### config.mk
export PLATFORM = sky130hd
export DESIGN_NAME = frame_diff_sequencer
export DESIGN_NICKNAME = d
export VERILOG_FILES = /design/src/rtl/frame_diff_sequencer_pkg.sv /design/src/rtl/frame_diff_sequencer_mask.sv /design/src/rtl/frame_diff_sequencer.sv
export SDC_FILE = /design/constraint.sdc
export NUM_CORES = 1
export LEC_CHECK = 0
export CAP_MARGIN = 30
export CORE_AREA = 5 5 173 175
export CTS_CLUSTER_DIAMETER = 40
export CTS_CLUSTER_SIZE = 30
export DETAILED_ROUTE_END_ITERATION = 16
export DIE_AREA = 0 0 178 180
export HOLD_SLACK_MARGIN = 0.1
export PLACE_DENSITY_LB_ADDON = 0.05
export SYNTH_ARGS = -nofsm -noshare
export SYNTH_HDL_FRONTEND = slang
export SYNTH_SLANG_ARGS = --single-unit
### constraint.sdc
create_clock -name clk -period 13.95 [get_ports clk]
set_input_delay 2.79 -clock clk [delete_from_list [all_inputs] [get_ports clk]]
set_output_delay 2.79 -clock clk [all_outputs]
set_load 0.01 [all_outputs]
### src/rtl/frame_diff_sequencer_pkg.sv
// frame_diff_sequencer_pkg: shared FSM states, frame select codes and default widths.
package frame_diff_sequencer_pkg;
  localparam int DEF_ADDR_W = 13;
  localparam int DEF_DATA_W = 128;
  localparam int DEF_PIX_W = 8;
  typedef enum logic [1:0] {IDLE = 2'd0, READ = 2'd1, DRAIN = 2'd2, DONE = 2'd3} state_e;
  localparam logic [2:0] FRAME_RED_DROP = 3'd0;
  localparam logic [2:0] FRAME_BLUE_DROP = 3'd1;
  localparam logic [2:0] FRAME_BOTH_DROP = 3'd2;
  localparam logic [2:0] FRAME_REF = 3'd4;
  localparam logic [2:0] FRAME_OUT = 3'd5;
endpackage

### src/rtl/frame_diff_sequencer_mask.sv
// pixel_diff_mask: keeps source pixels that differ from the reference and counts them.
module pixel_diff_mask #(
  parameter int DATA_W = 128,
  parameter int PIX_W = 8,
  parameter int CNT_W = $clog2(DATA_W / PIX_W + 1)
) (
  input  logic [DATA_W-1:0] proc_i,
  input  logic [DATA_W-1:0] ref_i,
  output logic [DATA_W-1:0] mask_o,
  output logic [CNT_W-1:0]  cnt_o
);
  localparam int NPIX = DATA_W / PIX_W;
  always_comb begin
    mask_o = '0;
    cnt_o = '0;
    for (int i = 0; i < NPIX; i++) begin
      mask_o[i*PIX_W +: PIX_W] = (proc_i[i*PIX_W +: PIX_W] != ref_i[i*PIX_W +: PIX_W]) ? proc_i[i*PIX_W +: PIX_W] : '0;
      cnt_o = cnt_o + CNT_W'(proc_i[i*PIX_W +: PIX_W] != ref_i[i*PIX_W +: PIX_W]);
    end
  end
endmodule

### src/rtl/frame_diff_sequencer.sv
// frame_diff_sequencer: scans a source frame against the reference frame,
// writes the difference-masked frame and counts differing pixels.
module frame_diff_sequencer import frame_diff_sequencer_pkg::*; #(
  parameter int ADDR_W = DEF_ADDR_W,
  parameter int DATA_W = DEF_DATA_W,
  parameter int PIX_W = DEF_PIX_W,
  parameter int WORDS = 8192,
  parameter int READ_LATENCY = 1,
  parameter int COUNT_W = 18
) (
  input  logic               clk,
  input  logic               rst,
  input  logic               start,
  input  logic               abort,
  input  logic [2:0]         frameSel,
  output logic               busy,
  output logic               done,
  output logic [COUNT_W-1:0] diffCount,
  output logic [2:0]         frameSelProc,
  output logic [ADDR_W-1:0]  readAddressProc,
  output logic [ADDR_W-1:0]  readAddressRef,
  input  logic [DATA_W-1:0]  pixelOutProc,
  input  logic [DATA_W-1:0]  pixelOutRef,
  output logic [ADDR_W-1:0]  writeAddress,
  output logic [DATA_W-1:0]  pixelIn,
  output logic               writeEn
);
  localparam int MCNT_W = $clog2(DATA_W / PIX_W + 1);
  localparam logic [ADDR_W-1:0] LAST = ADDR_W'(WORDS - 1);
  state_e state_q, state_d;
  logic [ADDR_W-1:0] cnt_q;
  logic [2:0] fsel_q;
  logic [COUNT_W-1:0] diff_q, diff_d;
  logic [READ_LATENCY-1:0] tv_q;
  logic [ADDR_W-1:0] ta_q [READ_LATENCY];
  logic we_q;
  logic [ADDR_W-1:0] wa_q;
  logic [DATA_W-1:0] wd_q, mask;
  logic [MCNT_W-1:0] mcnt;
  logic [COUNT_W:0] sum;
  logic accept, kill, issue, emit;
  pixel_diff_mask #(.DATA_W(DATA_W), .PIX_W(PIX_W), .CNT_W(MCNT_W)) u_mask (
    .proc_i(pixelOutProc),
    .ref_i (pixelOutRef),
    .mask_o(mask),
    .cnt_o (mcnt)
  );
  assign accept = state_q == IDLE && start && !abort;
  assign kill = abort && (state_q == READ || state_q == DRAIN);
  assign issue = state_q == READ && !abort;
  assign emit = tv_q[READ_LATENCY-1] && !kill;
  // saturating accumulate of the emerging word's mismatch count
  assign sum = {1'b0, diff_q} + (COUNT_W + 1)'(mcnt);
  assign diff_d = sum[COUNT_W] ? '1 : sum[COUNT_W-1:0];
  always_comb begin
    state_d = state_q;
    case (state_q)
      IDLE:    state_d = accept ? READ : IDLE;
      READ:    state_d = abort ? IDLE : (cnt_q == LAST ? DRAIN : READ);
      DRAIN:   state_d = abort ? IDLE : (|tv_q ? DRAIN : DONE);
      default: state_d = IDLE;
    endcase
  end
  always_ff @(posedge clk or posedge rst)
    if (rst) begin
      state_q <= IDLE;
      cnt_q <= '0;
      fsel_q <= '0;
      diff_q <= '0;
      tv_q <= '0;
      for (int i = 0; i < READ_LATENCY; i++) ta_q[i] <= '0;
      we_q <= 1'b0;
      wa_q <= '0;
      wd_q <= '0;
    end else begin
      state_q <= state_d;
      tv_q[0] <= issue;
      ta_q[0] <= cnt_q;
      for (int i = 1; i < READ_LATENCY; i++) begin
        tv_q[i] <= tv_q[i-1] && !kill;
        ta_q[i] <= ta_q[i-1];
      end
      we_q <= emit;
      if (emit) begin
        wa_q <= ta_q[READ_LATENCY-1];
        wd_q <= mask;
      end
      if (accept) begin
        fsel_q <= frameSel;
        cnt_q <= '0;
        diff_q <= '0;
      end else begin
        if (state_q == READ && cnt_q != LAST) cnt_q <= cnt_q + ADDR_W'(1);
        if (emit) diff_q <= diff_d;
      end
    end
  assign busy = state_q == READ || state_q == DRAIN;
  assign done = state_q == DONE;
  assign diffCount = diff_q;
  assign frameSelProc = fsel_q;
  assign readAddressProc = cnt_q;
  assign readAddressRef = cnt_q;
  assign writeAddress = wa_q;
  assign pixelIn = wd_q;
  assign writeEn = we_q;
endmodule
; Yosys cells after proc, flatten, opt, wreduce, memory -nomap -nowiden
; Index checks and enable logic that the tools add are counted.
[totals]
register_bits = 192
in_bits = 263
out_inout_bits = 191
word_cells = 86
[op_classes]
addsub = 17
n_eq_ne = 21
muxes = 27
reduce_logical = 12
[ops]
columns = operator, count
row1 = two-way mux 8 bit, 16
row2 = inequality test 8 bit, 16
row3 = adder 5 x 1 -> 5 bit, 14
row4 = two-way mux 18 bit, 3
row5 = two-way mux 13 bit, 2
row6 = adder 18 x 5 -> 19 bit, 1
row7 = adder 13 x 1 -> 13 bit (second input constant), 1
row8 = equality test 13 bit (second input constant), 1
row9 = inequality test 13 bit (second input constant), 1
row10 = logical AND 1 bit, 6
row11 = two-way mux 2 bit, 3
row12 = case mux 2 bit (3 select lines), 1
row13 = equality test 2 bit (second input constant), 2
row14 = nonzero test 2 bit, 2
row15 = adder 1 x 1 -> 2 bit, 1
row16 = equality test 2 x 1 -> 1 bit (second input constant), 1
row17 = logical NOT 1 bit, 2
row18 = logical NOT 2 bit, 1
row19 = two-way mux 1 bit, 2
row20 = logical OR 1 bit, 1

; Depth between registers and ports, before layout
; Gate-level depths: netlist of run 1.
[depth]
depth_word = 20
ltp_mapped = 23
depth_no_buf = 23

; Cells and area by module
; A second synthesis of run 1 with hierarchy kept.
[unflattened]
hier_cells = 1168
area_unflattened_um2 = 10517.6
[modules_own_cells]
columns = module, n_inst, cells_per_inst, area_per_inst_um2
row1 = frame_diff_sequencer, 1, 832, 7815.0
row2 = pixel_diff_mask, 1, 336, 2702.6

; Least setup slack after synthesis of run 1
; No wires, ideal clock.
[synth_path]
path_kind = input to register
start = in pixelOutRef[7]
end = reg diff_q[11], in the netlist diffCount[11]
arrival_time_ps = 8051
slack_ps = 5760
path_stages = 21
n_path_buf = 0
cell_sequence = xnor2_1 > nand4_1 > nor2_1 > inv_1 > ha_1 > inv_1 > fa_1 > inv_1 > fa_1 > fa_1 > inv_1 > fa_1 > fa_1 > fa_1 > inv_1 > fa_1 > a21o_1 > a2bb2oi_2 > nor4_4 > o311ai_0 > o31ai_1
[synth_between]
elab_chain_cells = 20
[synth_lines]
columns = element, line_no
row1 = "start, declared", frame_diff_sequencer.sv:23  ; input logic [DATA_W-1:0] pixelOutRef,
row2 = inequality test 8 bit, frame_diff_sequencer_mask.sv:18  ; cnt_o = cnt_o + CNT_W'(proc_i[i*PIX_W +: PIX_W] != ref_i[i*PIX_W +: PIX_W]);
row3 = adder 1 x 1 -> 2 bit, frame_diff_sequencer_mask.sv:18
row4 = adder 5 x 1 -> 5 bit (14 in a row), frame_diff_sequencer_mask.sv:18
row5 = adder 18 x 5 -> 19 bit, frame_diff_sequencer.sv:53  ; assign sum = {1'b0, diff_q} + (COUNT_W + 1)'(mcnt);
row6 = two-way mux 18 bit, frame_diff_sequencer.sv:54  ; assign diff_d = sum[COUNT_W] ? '1 : sum[COUNT_W-1:0];
row7 = two-way mux 18 bit, frame_diff_sequencer.sv:94  ; if (emit) diff_q <= diff_d;
row8 = two-way mux 18 bit, frame_diff_sequencer.sv:88  ; if (accept) begin
row9 = "end signal, assigned", frame_diff_sequencer.sv:94
row10 = "end, declared", frame_diff_sequencer.sv:33  ; logic [COUNT_W-1:0] diff_q, diff_d;
; Every way passes these cells. The select of a mux whose other input is x is not followed.
; A chain may end at the register's enable or synchronous reset.

; Worst setup path in the final report of run 1
[layout_path]
start = in pixelOutProc[14]
end = reg diff_q[11], in the netlist diffCount[11]
[layout_between]
elab_chain_cells = 20
[layout_lines]
columns = element, line_no
row1 = "start, declared", frame_diff_sequencer.sv:22  ; input logic [DATA_W-1:0] pixelOutProc,
row2 = inequality test 8 bit, frame_diff_sequencer_mask.sv:18
row3 = adder 1 x 1 -> 2 bit, frame_diff_sequencer_mask.sv:18
row4 = adder 5 x 1 -> 5 bit (14 in a row), frame_diff_sequencer_mask.sv:18
row5 = adder 18 x 5 -> 19 bit, frame_diff_sequencer.sv:53
row6 = two-way mux 18 bit, frame_diff_sequencer.sv:54
row7 = two-way mux 18 bit, frame_diff_sequencer.sv:94
row8 = two-way mux 18 bit, frame_diff_sequencer.sv:88
; Every way passes these cells. The select of a mux whose other input is x is not followed.

==> summary.md, run 1 <==
| Metric | Value |
|---|---|
| WS Path Type | primary input to flop |
| Pwr Density | 124.1 nW/um2 |
| Top_reg_cell synth | dfrtp_1 |
| IR drop worst, VDD | 0.00007254 V |
| Required @ worst endpoint | 14.26 ns |
| WHS Path Cells | 2 |
| Synthesized area per cell | 9.164 um2 |
| Rel. slew slack | 41.46% |
| Placed insts | 1865 |
| Post-route setup TNS | 0 ns |
| Placed inst area | 14660 um2 |
| Synthesized Nets | 1362 |
| Cells along the critical path | clkdlybuf4s50_1, xnor2_1, nand4_1, nor2_1, inv_1, ha_1, inv_1, fa_1, inv_1, fa_1, fa_1, inv_1, fa_1, fa_1, fa_1, inv_1, fa_1, a21o_1, a2bb2oi_2, nor4_4, o311ai_0, o31ai_1 |
| Die ar. | 32040 um2 |
| Antenna violations before repair | 2 |
| Die Ht | 180 um |
| DR DRC count | 0 |
| Reg2reg setup slack | 10.65 ns |
| RSZ-0062 raised after global routing | no |
| Post-Syn Area | 9833 um2 |
| TritonCTS Buffers | 17 |
| CP max stage delay | 0.51 ns |
| Sequential area share after synthesis | 48.86% |
| Starting Density | 34.73% |
| Post-layout net count | 1791 |
| Non-filler instance count after layout | 1901 |
| Num ports | 454 |
| Clock power share | 26.1% |
| Die width | 178 um |
| Final setup vio count | 0 |
| Core area | 28310 um2 |
| Max-cap violations | 0 |
| YS warnings | 0 |
| Antenna Nets Post-Route | 0 |
| Drt total wl | 37450 um |
| Worst slew pin tran | 0.8781 ns |
| CTS tree | built |
| Net switching fraction of the power | 32.90% |
| Clock-pin slew on the worst setup and hold paths | 0.08 ns |
| Layout area overhead | 56.00% |
| Fillers | 2669 |
| Ys async rst share | 100.0% |
| Crit-path most repeated cell | fa_1 |
| Row Count | 62 |
| R2R Path End | diffCount[11]$_DFFE_PP0P_ |
| R2r startpoint | state_q[0]$_DFF_PP0_ |
| Setup repair bufs after CTS | 0 |
| Flops & latches, synth | 192 |
| Internal power | 1.277 mW |
| Setup crit start kind | primary input |
| Period utilization | 64.58% |
| Largest net degree at the start of global routing | 126 |
| Final slew viol count | 0 |
| CTS H-tree lvls | 4 |
| Cell count of the worst reg-to-reg path | 9 |
| First-pass GRT wire length | 56190 um |
| Grt ovf | 0 |
| Vias per Instance | 4.831 |
| Final min period | 9.009 ns |
| Net Sw Power | 626.3 uW |
| Fraction of layout cells with a size suffix above 1 | 4.092% |
| Post-CTS resize count | 0 |
| WP data arrival | 9.32 ns |
| Sequential Area | 4805 um2 |
| WL per Instance | 19.70 um |
| DR vias | 9183 |
| Buffer depth of the longest clock path | 2 |
| Multi-input logic area | 4669 um2 |
| Post-route design area | 15340 um2 |
| Outcome | finished clean |
| WHS Endpoint | writeAddress[8]$_DFFE_PP0P_ |
| Number of synthesized flops with an enable pin | 0 |
| 1st-iter DRT viols | 471 |
| CP endpoint kind | flop |
| Clock Tree Root | clkbuf_16 |
| Hold Startpoint | ta_q[8]$_DFF_PP0_ |
| Most common cell after layout, fill and taps aside | clkdlybuf4s50_1 |
| Commonest non-fill, non-tap cells in the layout | clkdlybuf4s50_1 (453), nand2_1 (316), dfrtp_1 (192) |
| CP max FO | 9 |
| Clock sinks | 192 |
| HP Class | flop to flop |
| Reg power frac | 39.4% |
| Latest clock arrival within the worst-skew pair | 0.43 ns |
| Vias in the first global route | 9264 |
| Post-synth cell types | 53 |
| Clock skew | 0.01316 ns |
| DRT Pass-1 Iters | 5 |
| FMAX | 111.0 MHz |
| Lkg Pwr | 6.244 nW |
| Port Buf Inserts | 453 |
| Total track usage | 22.68% |
| CP max stage cell | fa_1 |
| Combinational share of power | 34.5% |
| Routability Congestion | 0.8671 |
| DP HPWL | 28900 um |
| WHS | 0.4430 ns |
| Final Hold Vio Count | 0 |
| Post-synthesis cell count | 1073 |
| Hold-fix buffers, CTS | 0 |
state kept, by name (all words and copies together), names as in the netlist:
name / count
pixelIn: 128
ta_q: 13
readAddressProc: 13
diffCount: 18
state_q: 2
writeEn: 1
tv_q: 1
frameSelProc: 3
writeAddress: 13
logic make-up after synthesis:
group	Yosys count	synth area share, %
xor+xnor	141	12.56
compound gates	184	10.60
fa+ha+maj	26	4.148
simple gates	450	20.08
flops	192	48.86
buf+inv	80	3.754
worst max-delay path by stage:
stage | from | endpoint | slack [ns] | depth (start not counted)
after floorplan | pixelOutRef[7] | diffCount[11]$_DFFE_PP0P_ | 5.76 | 21
after global placement | pixelOutProc[14] | diffCount[13]$_DFFE_PP0P_ | 4.59 | 22
after detailed placement | pixelOutProc[14] | diffCount[7]$_DFFE_PP0P_ | 4.44 | 22
after CTS | pixelOutProc[14] | diffCount[11]$_DFFE_PP0P_ | 4.92 | 22
after global routing | pixelOutProc[14] | diffCount[11]$_DFFE_PP0P_ | 4.52 | 23
final | pixelOutProc[14] | diffCount[11]$_DFFE_PP0P_ | 4.94 | 22
critical path, delay by kind of cell:
family / cells / cell delay (ns)
simple gates: 3 / 0.83
fa+ha+maj: 8 / 3.53
compound gates: 4 / 1.13
buf+inv: 6 / 0.75
xor+xnor: 1 / 0.27
synthesized netlist by cell type, drive strengths merged, types with 2 or more instances:
cell,instances,share of area (%)
nand2,318,12
dfrtp,192,49
o21ai,139,7.1
xnor2,136,12
nor2,40,1.5
nand4,39,2.6
buf,28,1.8
inv,28,1.1
clkbuf,24,0.93
ha,15,1.9
nand3,15,0.81
nor3,14,0.88
a21oi,13,0.70
fa,11,2.2
a31oi,8,0.51
a211oi,6,0.56
and3,5,0.32
and4,5,0.45
xor2,5,0.45
nor2b,4,0.25
nor4,4,0.62
o31ai,3,0.23
a21o,2,0.15
a41oi,2,0.18
o211a,2,0.20
o311ai,2,0.18
or2,2,0.13
or4,2,0.19
metrics by stage:
| stage | utilization, % | setup WS, ns | power (mW) |
|---|---|---|---|
| 4_1_cts | 53.96 | 4.923 | 1.929 |
| 3_3_place_gp | 51.74 | 4.587 | 1.417 |
| 2_1_floorplan | - | 5.760 | 0.9995 |
| 6_report | 54.18 | 4.941 | 1.903 |
| 5_1_grt | 54.18 | 4.517 | 2.016 |
| 3_5_place_dp | 51.79 | 4.442 | 1.425 |
final cells by class:
type	instances	area share [%]
diodes	2	0.03263
flip-flops and latches	192	31.32
clock inverters	15	1.240
repair buffers	462	30.31
multi-input cells	801	30.44
clock buffers	17	2.773
inverters	28	0.7504
well taps	384	3.132
routing by layer:
layer / vias to the layer above / global-route usage (%) / share of wire [%]
met4: 0 / 6.807 / 2.0
met2: 290 / 38.66 / 51
met3: 34 / 5.252 / 6.4
li1: 4421 / - / -
met1: 4438 / 28.57 / 41
met5: - / 0 / 0
power groups by stage:
stage | sequential, mW | combinational (mW) | clock (mW)
floorplan | 0.811 | 0.188 | 0
detailed placement | 0.763 | 0.662 | 0
global route | 0.769 | 0.709 | 0.538
finish | 0.751 | 0.656 | 0.497
global placement | 0.758 | 0.659 | 0
CTS | 0.752 | 0.665 | 0.513
No activity file was read; power rests on OpenSTA's default activity.
==> run 2, diff against run 1 <==
Settings changed: CORE_AREA 5 5 173 175 to 5 5 172 174, DIE_AREA 0 0 178 180 to 0 0 177 179.
Clock period 13.95 ns to 7.4 ns, I/O delays scaled along.
==> summary.md, run 2 (synthesis gave the netlist of run 1 again) <==
| Metric | Value |
|---|---|
| Outcome | finished clean |
| Max reg flops | 128 (unchanged) |
| Final setup vio count | 0 (unchanged) |
| Total track usage | 22.74% (+0.058 points) |
| DRT Pass-1 Iters | 5 (unchanged) |
| Latest clock arrival within the worst-skew pair | 0.43 ns (about the same) |
| Final Hold Vio Count | 0 (unchanged) |
| Pwr Density | 232.6 nW/um2 (+87%) |
| Core Util, Final | 56.54% (+2.4 points) |
| Reg2reg setup slack | 4.62 ns (-6.03 ns) |
| First-pass GRT wire length | 55540 um (-1.2%) |
| WL per Instance | 19.40 um (-1.5%) |
| R2r startpoint | state_q[0]$_DFF_PP0_ |
| Port Buf Inserts | 453 (unchanged) |
| Rel. slew slack | 36.16% (-5.3 points) |
| Placed inst area | 14950 um2 (+1.9%) |
| Core area | 27630 um2 (-2.4%) |
| CP max FO | 4 (-5) |
| Wire length on met1 | 15170 um (-1.3%) |
| Pwr Total | 3.634 mW (+91%) |
| Worst slew pin tran | 0.9576 ns (+0.07947 ns) |
| Period utilization | 95.32% |
| R2R Path End | pixelIn[116]$_DFFE_PP0P_ |
| Critical Path End | diffCount[16]$_DFFE_PP0P_ |
| Clock sinks | 192 (unchanged) |
| Wire length on met3 | 2141 um (-10%) |
| Vias in the first global route | 9368 (+1.1%) |
| Die width | 177 um (-0.56%) |
| Final WS setup | 0.3461 ns (-4.595 ns) |
| HP Class | flop to flop |
| Post-layout net count | 1831 (+2.2%) |
| Setup crit start kind | primary input |
| Final min period | 7.054 ns |
| Routability Congestion | 0.8336 (-3.9%) |
| WS Path Type | primary input to flop |
| Net switching fraction of the power | 32.35% (-0.55 points) |
| Reg power frac | 39.0% (-0.4 points) |
| Antenna Nets Post-Route | 0 (unchanged) |
| Layout area overhead | 58.88% |
| Antenna violations before repair | 3 (+1) |
| Metal2 WL | 19190 um (+1.4%) |
| Die ar. | 31680 um2 (-1.1%) |
| RSZ-0062 raised after global routing | no |
| Clock power share | 26.4% (+0.3 points) |
| Largest net degree at the start of global routing | 132 (+4.8%) |
| DP HPWL | 29240 um (+1.2%) |
| FMAX | 141.8 MHz |
| Lkg Pwr | 6.440 nW (+3.1%) |
| Max-cap violations | 0 (unchanged) |
| WP data arrival | 7.39 ns (-1.93 ns) |
| DR DRC count | 0 (unchanged) |
| IR drop worst, VDD | 0.0001350 V (+86%) |
| Crit path launch | pixelOutProc[9] |
| CTS H-tree lvls | 4 (unchanged) |
| Post-Place Worst Slack | -0.2267 ns (-4.669 ns) |
| Clock Tree Root | clkbuf_16 |
| DR vias | 9301 (+1.3%) |
| Highest metal used | met5 |
| Buffer depth of the longest clock path | 2 (unchanged) |
| Drt total wl | 37530 um (+0.23%) |
| Die Ht | 179 um (-0.56%) |
| Commonest non-fill, non-tap cells in the layout | clkdlybuf4s50_1 (453), nand2_1 (316), dfrtp_1 (192) |
| Internal power | 2.458 mW (+93%) |
| Clock skew | 0.01200 ns (-0.001156 ns) |
| Setup repair bufs after CTS | 0 (unchanged) |
| 1st-iter DRT viols | 457 (-3.0%) |
| Row Count | 61 (-1.6%) |
| Net Sw Power | 1.176 mW (+88%) |
| Cell count of the worst reg-to-reg path | 8 (-1) |
| Clock-pin slew on the worst setup and hold paths | 0.08 ns (about the same) |
| Num ports | 454 (unchanged) |
| Starting Density | 35.59% (+0.86 points) |
| CP endpoint kind | flop |
| WHS | 0.4403 ns (-0.002717 ns) |
| Vias per Instance | 4.807 (-0.49%) |
| Most common cell after layout, fill and taps aside | clkdlybuf4s50_1 |
| TritonCTS Buffers | 17 (unchanged) |
| Final slew viol count | 0 (unchanged) |
| CTS tree | built |
| Required @ worst endpoint | 7.73 ns (-6.53 ns) |
| Post-route design area | 15620 um2 (+1.8%) |
| Combinational share of power | 34.6% (about the same) |
| Grt ovf | 0 (unchanged) |
| Fraction of layout cells with a size suffix above 1 | 6.559% (+2.5 points) |
## run 2: cell types whose count changed in the layout (fill, tap and decap cells not counted), sizes merged
cell	delta
buf	+40
clkinv	-7
bufinv	+1
inv	+5
clkinvlp	+1
## run 2: area by class of cell
class | instances | area (um2)
Fill cell | 2608 | 12010
Timing Repair Buffer | 502 | 4942
Sequential cell | 192 | 4805
Multi-Input combinational cell | 801 | 4672
Tap cell | 378 | 473.0
Clock buffer | 17 | 425.4
Clock inverter | 15 | 185.2
Inverter | 28 | 115.1
Antenna cell | 2 | 5.005
## run 2: worst min-delay path by stage
stage                             startpoint                           end  slack (ns)  cells past startpoint
after floorplan            ta_q[0]$_DFF_PP0_   writeAddress[0]$_DFFE_PP0P_        0.41                      2
after global placement    ta_q[12]$_DFF_PP0_  writeAddress[12]$_DFFE_PP0P_        0.42                      2
after detailed placement   ta_q[8]$_DFF_PP0_   writeAddress[8]$_DFFE_PP0P_        0.42                      2
after CTS                 ta_q[10]$_DFF_PP0_  writeAddress[10]$_DFFE_PP0P_        0.44                      2
after global routing      ta_q[10]$_DFF_PP0_  writeAddress[10]$_DFFE_PP0P_        0.45                      2
final                      ta_q[4]$_DFF_PP0_   writeAddress[4]$_DFFE_PP0P_        0.44                      2
## run 2: per-stage QoR
step                      TNS [ns]  std cells
final                            0       1935
after global routing             0       1935
after CTS                        0       1931
after detailed placement    -1.917       1899
after global placement     -0.8113       1899
after floorplan                  0       1073
## run 2: repair_timing
item,CTS,global route
gates resized for setup,0,3
hold buffers,0,0
setup endpoints to repair,0,4
## run 2: power by group through the flow
stage	logic, mW	registers (mW)	clock network (mW)
final	1.26	1.42	0.960
after global routing	1.36	1.45	1.03
after CTS	1.28	1.42	0.987
after detailed placement	1.27	1.44	0
after global placement	1.26	1.43	0
after floorplan	0.355	1.53	0
## run 2: routing by layer
metal,vias up,track usage (%)
met5,-,0
met4,2,7.382
met3,49,5.124
met2,261,39.16
met1,4488,28.46
li1,4501,-
## run 2: critical path, cell delays in order
cell and delay (ns):
clkdlybuf4s50_1 0.49, xnor2_1 0.12, buf_4 0.15, nand4_1 0.14, nor2_1 0.18, inv_1 0.06, ha_1 0.27, inv_1 0.05
fa_1 0.47, inv_1 0.06, fa_1 0.48, fa_1 0.51, inv_1 0.05, fa_1 0.44, fa_1 0.42, fa_1 0.50
inv_1 0.07, fa_1 0.41, a21o_1 0.22, buf_4 0.14, nand3_1 0.07, a21oi_1 0.12, and4_1 0.28, a211oi_1 0.21
==> run 3, diff against run 2 <==
Settings changed: MAX_ROUTING_LAYER set to met4.
==> summary.md, run 3 (synthesis gave the netlist of run 1 again) <==
| Metric | Value |
|---|---|
| Placed insts | 1899 (unchanged) |
| WHS | 0.4398 ns (-0.0004900 ns) |
| Grt ovf | 0 (unchanged) |
| DR vias | 9360 (+0.63%) |
| First-pass GRT wire length | 55450 um (-0.16%) |
| Max-cap violations | 0 (unchanged) |
| Row Count | 61 (unchanged) |
| Port Buf Inserts | 453 (unchanged) |
| R2r startpoint | state_q[0]$_DFF_PP0_ |
| Die width | 177 um (unchanged) |
| Layout area overhead | 58.90% (about the same) |
| Final WS setup | 0.3465 ns (+0.0004370 ns) |
| WL per Instance | 19.42 um (+0.10%) |
| TritonCTS Buffers | 17 (unchanged) |
| Die ar. | 31680 um2 (unchanged) |
| Most common cell after layout, fill and taps aside | clkdlybuf4s50_1 |
| IR drop worst, VDD | 0.0001348 V (-0.14%) |
| CP endpoint kind | flop |
| Clock power share | 26.4% (about the same) |
| CP max FO | 4 (unchanged) |
| CTS tree | built |
| Net switching fraction of the power | 32.38% (about the same) |
| Setup crit start kind | primary input |
| Net Sw Power | 1.177 mW (+0.13%) |
| 1st-iter DRT viols | 525 (+15%) |
| Final min period | 7.053 ns (-0.0004370 ns) |
| Non-filler instance count after layout | 1936 (+0.052%) |
| Final slew viol count | 0 (unchanged) |
| Total track usage | 23.39% (+0.65 points) |
| Clock-pin slew on the worst setup and hold paths | 0.08 ns (about the same) |
| Largest net degree at the start of global routing | 132 (unchanged) |
| CTS H-tree lvls | 4 (unchanged) |
| Core Util, Final | 56.55% (about the same) |
| WS Path Type | primary input to flop |
| Routability Congestion | 0.8489 (+1.8%) |
| WP data arrival | 7.39 ns (about the same) |
| DP HPWL | 29240 um (unchanged) |
| Antenna violations before repair | 3 (unchanged) |
| Core area | 27630 um2 (unchanged) |
| Period utilization | 95.32% (about the same) |
| Final setup vio count | 0 (unchanged) |
| Commonest non-fill, non-tap cells in the layout | clkdlybuf4s50_1 (453), nand2_1 (316), dfrtp_1 (192) |
| Required @ worst endpoint | 7.73 ns (about the same) |
| Starting Density | 35.59% (unchanged) |
| Max reg flops | 128 (unchanged) |
| Num ports | 454 (unchanged) |
| DR DRC count | 0 (unchanged) |
| Clock Tree Root | clkbuf_16 |
| Post-layout net count | 1831 (unchanged) |
| Buffer depth of the longest clock path | 2 (unchanged) |
| Worst slew pin tran | 0.9529 ns (-0.004625 ns) |
| FMAX | 141.8 MHz (about the same) |
| Drt total wl | 37590 um (+0.15%) |
| HP Class | flop to flop |
| Vias per Instance | 4.835 (+0.58%) |
| Final Hold Vio Count | 0 (unchanged) |
| Hold Startpoint | ta_q[4]$_DFF_PP0_ |
| Antenna Nets Post-Route | 0 (unchanged) |
| Rel. slew slack | 36.47% (+0.31 points) |
| Reg power frac | 39.0% (about the same) |
| DRT Pass-1 Iters | 4 (-1) |
| Crit path launch | pixelOutProc[9] |
| Clock sinks | 192 (unchanged) |
| Clock skew | 0.01174 ns (-0.0002611 ns) |
| Combinational share of power | 34.6% (about the same) |
| Lkg Pwr | 6.440 nW (about the same) |
| Outcome | finished clean |
| Die Ht | 179 um (unchanged) |
| RSZ-0062 raised after global routing | no |
| Pwr Total | 3.636 mW (about the same) |
| Vias in the first global route | 9394 (+0.28%) |
| Internal power | 2.458 mW (about the same) |
| Latest clock arrival within the worst-skew pair | 0.43 ns (about the same) |
| Fraction of layout cells with a size suffix above 1 | 6.559% (unchanged) |
| Pwr Density | 232.7 nW/um2 (about the same) |
| Post-Place Worst Slack | -0.2267 ns (unchanged) |
run 3: cell count changes in the layout (fill, tap and decap cells not counted):
cell     before  now
diode_2       2    3
run 3: cell type report:
type                    count  area (um2)
clock inverters            15       185.2
diodes                      3       7.507
well taps                 378       473.0
fillers                  2607       12000
flip-flops and latches    192        4805
multi-input cells         801        4672
clock buffers              17       425.4
inverters                  28       115.1
repair buffers            502        4942
run 3: routing by layer:
layer  vias up  track usage, %  wire length, um
met4         0           7.382              954
met3        43           4.724             1941
met1      4538           28.63            15490
li1       4504               -                -
met2       275           39.22            19210
met5         -               -                0
run 3: worst paths after layout:
path / endpoint / slack (ns) / depth (start not counted)
min in group asynchronous: pixelIn[40]$_DFFE_PP0P_ / 1.42 / 2
worst min-delay path: writeAddress[4]$_DFFE_PP0P_ / 0.44 / 2
worst min register to register: writeAddress[4]$_DFFE_PP0P_ / 0.44 / 2
max in group asynchronous: pixelIn[69]$_DFFE_PP0P_ / 4.35 / 4
worst max register to register: pixelIn[116]$_DFFE_PP0P_ / 4.62 / 8
worst max-delay path: diffCount[16]$_DFFE_PP0P_ / 0.35 / 24
run 3: power by group through the flow:
stage                     Combinational (mW)  Sequential, mW  Clock, mW
after floorplan                        0.355            1.53          0
after detailed placement                1.27            1.44          0
after CTS                               1.28            1.42      0.987
final                                   1.26            1.42      0.960
after global placement                  1.26            1.43          0
after global routing                    1.36            1.45       1.03
run 3: per-stage QoR:
stage               setup TNS [ns]  instance area (um2)
global placement           -0.8113                14950
detailed placement          -1.917                14950
global route                     0                15630
floorplan                        0                 9833
finish                           0                15630
CTS                              0                15560
run 3: worst max-delay path, stage by stage:
cell             delay [ns]
clkdlybuf4s50_1        0.50
xnor2_1                0.12
buf_4                  0.15
nand4_1                0.14
nor2_1                 0.18
inv_1                  0.06
ha_1                   0.27
inv_1                  0.05
fa_1                   0.48
inv_1                  0.06
fa_1                   0.48
fa_1                   0.51
inv_1                  0.05
fa_1                   0.44
fa_1                   0.42
fa_1                   0.50
inv_1                  0.07
fa_1                   0.41
a21o_1                 0.22
buf_4                  0.14
nand3_1                0.07
a21oi_1                0.12
and4_1                 0.28
a211oi_1               0.21
run 3: what timing repair did:
item,4_1_cts,5_1_grt
hold buffers,0,0
buffers inserted,0,0
setup endpoints to repair,0,4
gates resized for setup,0,3
